$ cat config.mk
export PLATFORM = sky130hd
export DESIGN_NAME = lsu_mem_ctrl
export DESIGN_NICKNAME = d
export VERILOG_FILES = /design/src/rtl/lsu_mem_ctrl.sv
export SDC_FILE = /design/constraint.sdc
export NUM_CORES = 1
export LEC_CHECK = 0
export ABC_AREA = 0
export BUFFER_PORTS_ARGS = -buffer_cell sky130_fd_sc_hd__buf_4
export CORE_ASPECT_RATIO = 0.8
export CORE_MARGIN = 2
export CORE_UTILIZATION = 37
export DETAILED_ROUTE_END_ITERATION = 10
export HOLD_SLACK_MARGIN = 0.03
export PLACE_DENSITY_LB_ADDON = 0.08
export SYNTH_ARGS = -nofsm -noshare
export SYNTH_HDL_FRONTEND = slang
export SYNTH_SLANG_ARGS = --single-unit
$ cat constraint.sdc
create_clock -name clk -period 3.7 [get_ports clk]
set_input_delay 0.37 -clock clk [delete_from_list [all_inputs] [get_ports clk]]
set_output_delay 0.37 -clock clk [all_outputs]
set_load 0.03 [all_outputs]
$ cat src/rtl/lsu_mem_ctrl.sv
// Load/store initiator for a word-addressed data memory that samples on the falling edge.
// Handles byte/half/word accesses, sub-word stores by read-modify-write, and rejects bad requests.
module lsu_mem_ctrl #(
  parameter int MEM_AW = 8
) (
  input  logic        clk,
  input  logic        rst_n,
  input  logic        req_valid,
  output logic        req_ready,
  input  logic        req_we,
  input  logic [1:0]  req_size,
  input  logic        req_signed,
  input  logic [31:0] req_addr,
  input  logic [31:0] req_wdata,
  output logic        resp_valid,
  output logic [31:0] resp_rdata,
  output logic        resp_err,
  output logic        mem_we,
  output logic [31:0] mem_addr,
  output logic [31:0] mem_wd,
  input  logic [31:0] mem_rd
);

  localparam logic [1:0] S_IDLE   = 2'd0;
  localparam logic [1:0] S_ACCESS = 2'd1;
  localparam logic [1:0] S_RMW_WR = 2'd2;

  logic [1:0]  r_state;
  logic        r_we;
  logic [1:0]  r_size;
  logic        r_signed;
  logic [1:0]  r_lane;
  logic [15:0] r_wdata;
  logic        r_err_pend;
  logic        r_resp_valid;
  logic        r_resp_err;
  logic [31:0] r_resp_rdata;
  logic        r_mem_we;
  logic [31:0] r_mem_addr;
  logic [31:0] r_mem_wd;

  logic        w_err;
  logic [7:0]  w_byte;
  logic [15:0] w_half;
  logic [31:0] w_load;
  logic [31:0] w_merged;

  always_comb begin
    w_err = (req_size == 2'b11) ||
            (req_size == 2'b01 && req_addr[0]) ||
            (req_size == 2'b10 && req_addr[1:0] != 2'b00) ||
            (|req_addr[31:MEM_AW+2]);

    w_byte = mem_rd[{r_lane, 3'b000} +: 8];
    w_half = mem_rd[{r_lane[1], 4'b0000} +: 16];
    case (r_size)
      2'b00:   w_load = {{24{r_signed & w_byte[7]}}, w_byte};
      2'b01:   w_load = {{16{r_signed & w_half[15]}}, w_half};
      default: w_load = mem_rd;
    endcase

    // Only the addressed lane is replaced; the rest comes from the read phase.
    w_merged = mem_rd;
    if (r_size == 2'b00) begin
      w_merged[{r_lane, 3'b000} +: 8] = r_wdata[7:0];
    end else begin
      w_merged[{r_lane[1], 4'b0000} +: 16] = r_wdata;
    end
  end

  always_ff @(posedge clk or negedge rst_n) begin
    if (!rst_n) begin
      r_state      <= S_IDLE;
      r_we         <= 1'b0;
      r_size       <= 2'b00;
      r_signed     <= 1'b0;
      r_lane       <= 2'b00;
      r_wdata      <= 16'h0;
      r_err_pend   <= 1'b0;
      r_resp_valid <= 1'b0;
      r_resp_err   <= 1'b0;
      r_resp_rdata <= 32'h0;
      r_mem_we     <= 1'b0;
      r_mem_addr   <= 32'h0;
      r_mem_wd     <= 32'h0;
    end else begin
      r_resp_valid <= 1'b0;
      r_resp_err   <= 1'b0;
      r_err_pend   <= 1'b0;
      // A rejected request answers one cycle after acceptance, like a load.
      if (r_err_pend) begin
        r_resp_valid <= 1'b1;
        r_resp_err   <= 1'b1;
        r_resp_rdata <= 32'h0;
      end
      case (r_state)
        S_IDLE: begin
          if (req_valid) begin
            if (w_err) begin
              r_err_pend <= 1'b1;
            end else begin
              r_we       <= req_we;
              r_size     <= req_size;
              r_signed   <= req_signed;
              r_lane     <= req_addr[1:0];
              r_wdata    <= req_wdata[15:0];
              r_mem_addr <= {{(32-MEM_AW){1'b0}}, req_addr[MEM_AW+1:2]};
              if (req_we && req_size == 2'b10) begin
                r_mem_we <= 1'b1;
                r_mem_wd <= req_wdata;
              end
              r_state <= S_ACCESS;
            end
          end
        end
        S_ACCESS: begin
          r_state <= S_IDLE;
          if (!r_we) begin
            r_resp_valid <= 1'b1;
            r_resp_rdata <= w_load;
          end else if (r_size == 2'b10) begin
            r_mem_we     <= 1'b0;
            r_resp_valid <= 1'b1;
            r_resp_rdata <= 32'h0;
          end else begin
            r_mem_wd <= w_merged;
            r_mem_we <= 1'b1;
            r_state  <= S_RMW_WR;
          end
        end
        S_RMW_WR: begin
          r_mem_we     <= 1'b0;
          r_resp_valid <= 1'b1;
          r_resp_rdata <= 32'h0;
          r_state      <= S_IDLE;
        end
        default: r_state <= S_IDLE;
      endcase
    end
  end

  assign req_ready  = (r_state == S_IDLE);
  assign resp_valid = r_resp_valid;
  assign resp_err   = r_resp_err;
  assign resp_rdata = r_resp_rdata;
  assign mem_we     = r_mem_we;
  assign mem_addr   = r_mem_addr;
  assign mem_wd     = r_mem_wd;

endmodule

==> impl_metrics.json <==
{
  "cts_tree": "built",
  "num_rows": 40,
  "yosys.area_share.simple_pct": 10.3,
  "slew_viol_final": 0,
  "ctsResizeCount": 0,
  "layout.nets": 817,
  "outcome": "finished clean",
  "dp_slack_ns": 0.826,
  "multiInputGateArea_um2": 2890,
  "final-hold-violation-count": 0,
  "clk_path_buf_depth": 2,
  "regArea_um2": 2500,
  "setup_ws_ns": 0.782,
  "hp-class": "in -> reg",
  "critPathKind": "reg -> reg",
  "ys_types": 51,
  "synth_edf_count": 0,
  "cts_sinks": 100,
  "drt_wl_total_um": 18300,
  "worstPathRequired_ns": 3.94,
  "initial_core_util_pct": 38.1,
  "grt_pass1_vias": 4872,
  "arrival_ns": 3.16,
  "fin_crit_ns": 2.92,
  "utilization_pct": 49.3,
  "syn_area_um2": 5760,
  "overflow": 0,
  "coreArea_um2": 15100,
  "drt-pass1-iter-count": 5,
  "clk_latency_ns": 0.36,
  "p_leak_nw": 3.74,
  "r2r_start": "r_state[1]",
  "tns_ns": 0,
  "drc": 0,
  "postSynthAreaPerCell_um2": 10.7,
  "maxCapViolCount": 0,
  "grt_max_degree": 43,
  "syn_inst": 539,
  "seq_area_frac_synth_pct": 43.5,
  "post-cts-setup-buffers": 0,
  "grt_use_total_pct": 22.3,
  "cts_inserted_buffers": 9,
  "r2r_end": "mem_wd[8]",
  "start_kind": "flip-flop",
  "finalCritPeriodShare_pct": 78.9,
  "cts_root_buf": "clkbuf_16",
  "drt_iter0_markers": 459,
  "postCtsHoldBufs": 1,
  "worst_pin_slew_ns": 0.948,
  "htreeDepth": 3,
  "chipHeight_um": 116,
  "synthArstFlopShare_pct": 100,
  "clkTransAtPathRegs_ns": 0.07,
  "syn2layout_area_growth_pct": 29.4,
  "ys.flop_type": "dfrtp_1",
  "synth_fa_ha_area_share_pct": 1.96,
  "dp_hpwl_um": 14000,
  "ios": 203,
  "reg2reg_slack_ns": 0.78,
  "n_fill_cell": 1436,
  "synth_seq_cells": 100,
  "critPathLaunch": "r_state[1]",
  "r2r_cells": 8,
  "rsz0062_at_grt": "false",
  "avgRoutedWirePerCell_um": 19.9,
  "vias": 4978,
  "finalSetupViolCount": 0,
  "synth_xor_area_share_pct": 0,
  "crit_path_end_kind": "flip-flop",
  "slew_headroom_pct": 36.3,
  "num_antenna_cells": 0,
  "cp-endpoint": "mem_wd[8]",
  "yosysWarnings": 0,
  "finClkSkew_ns": 0.0102,
  "via_per_inst": 5.41,
  "antenna_found_initial": 0,
  "ir_worst_vdd_uv": 230,
  "synthMuxAreaShare_pct": 15.3,
  "fmax_mhz": 343,
  "postRouteAntennaNets": 0,
  "die-area_um2": 16600,
  "die_w_um": 143,
  "synth_compound_area_share_pct": 20.9,
  "crit_fanout": 22,
  "gp_congestion": 0.842,
  "port_buffers": 178,
  "grt_pass1_wl_um": 27900,
  "layout-drive-gt1-share_pct": 39.6,
  "synth_top_family_by_area": "compound AO/OA/AOI/OAI gates",
  "p_per_area_nw_per_um2": 307
}
-- sequential cells by signal, indices dropped and copies added, names as in the netlist --
name        cells
mem_wd         32
resp_rdata     32
r_wdata        16
mem_addr        8
r_lane          2
r_size          2
r_state         2
mem_we          1
r_err_pend      1
r_signed        1
r_we            1
resp_err        1
resp_valid      1
-- placed cells by master (no fill, tap or decap), types with 16 or more instances in the layout --
cell       count
buf_4        189
a221oi_1      40
o2bb2ai_1     16
nand2_1       25
o21ai_0       31
a21oi_1       20
mux2_2        45
dfrtp_1      100
inv_1         16
a22o_1        16
mux2_4        21
nor2_1        44
conb_1        24
nand2b_1      24
-- report_power, final --
| group | leakage (nW) | total (mW) | switching (mW) | internal (mW) |
|---|---|---|---|---|
| logic | 2.21 | 0.228 | 0.128 | 0.100 |
| clock network | 0.136 | 0.968 | 0.440 | 0.528 |
| registers | 1.39 | 1.09 | 0.000794 | 1.09 |
| total | 3.74 | 2.29 | 0.569 | 1.72 |
-- metal layers --
layer / part of all wire, % / vias up / track usage, %
met5: 0 / - / 0
met4: 1.7 / 0 / 6.73
met3: 8.1 / 22 / 5.99
met2: 44 / 219 / 33.6
met1: 46 / 2463 / 31.7
li1: - / 2274 / -
-- critical path, cell delays in order, from the launching register on --
cell and delay, ns:
dfrtp_1 0.40, inv_1 0.11, ha_1 0.46, nor2b_4 0.29, a21oi_2 0.05, o211ai_2 0.18
or2_1 0.43, buf_4 0.48, mux2_2 0.39
-- stage by stage --
stage | cells | hold slack (ns) | area (um^2) | total power, mW
final | 920 | 0.241 | 7450 | 2.29
after global routing | 920 | 0.232 | 7450 | 2.37
after detailed placement | 903 | 0.408 | 7140 | 1.34
after floorplan | 562 | 0.0744 | 5840 | 1.22
after global placement | 903 | 0.406 | 7140 | 1.34
after CTS | 920 | 0.226 | 7450 | 2.31
-- cell type report --
class / count / share of cell area, %
Inverter: 19 / 0.958
Timing Repair Buffer: 190 / 19.2
Tap cell: 210 / 3.53
Clock buffer: 11 / 3.12
Multi-Input combinational cell: 385 / 38.8
Clock inverter: 5 / 0.840
Sequential cell: 100 / 33.6
-- how the worst min path moves through the flow --
stage,from,depth (start not counted),to
2_1_floorplan,rst_n,0,mem_addr[0]
3_3_place_gp,rst_n,1,mem_we
3_5_place_dp,rst_n,1,mem_we
4_1_cts,req_addr[2],2,mem_addr[0]
5_1_grt,req_addr[2],2,mem_addr[0]
6_report,req_addr[2],2,mem_addr[0]
-- cell families (layout without fill, tap and decap cells) --
group / after synthesis / after routing
AND/OR/NAND/NOR: 118 / 118
buffers and inverters: 77 / 225
multiplexers: 72 / 72
other: 1 / 24
AO/OA/AOI/OAI: 162 / 162
adder cells (fa/ha/maj): 9 / 9
flip-flops: 100 / 100
-- synth_stat cells (7+ instances only) --
cell type  number  area (um^2)
dfrtp_1       100         2500
o21ai_0        31          155
buf_4          27          203
nand2_1        25         93.8
a21oi_1        21          105
clkbuf_1       17         63.8
a21o_1          9         67.6
nor2_1         44          165
a221oi_1       40          350
o31ai_1         9         67.6
mux2_2         45          507
nand2b_1       24          150
ha_1            9          113
a22o_1         16          140
o2bb2ai_1      16          140
mux2_4         21          315
o221ai_1        7         61.3
inv_1          16         60.1
(Power assumes the default switching activity.)
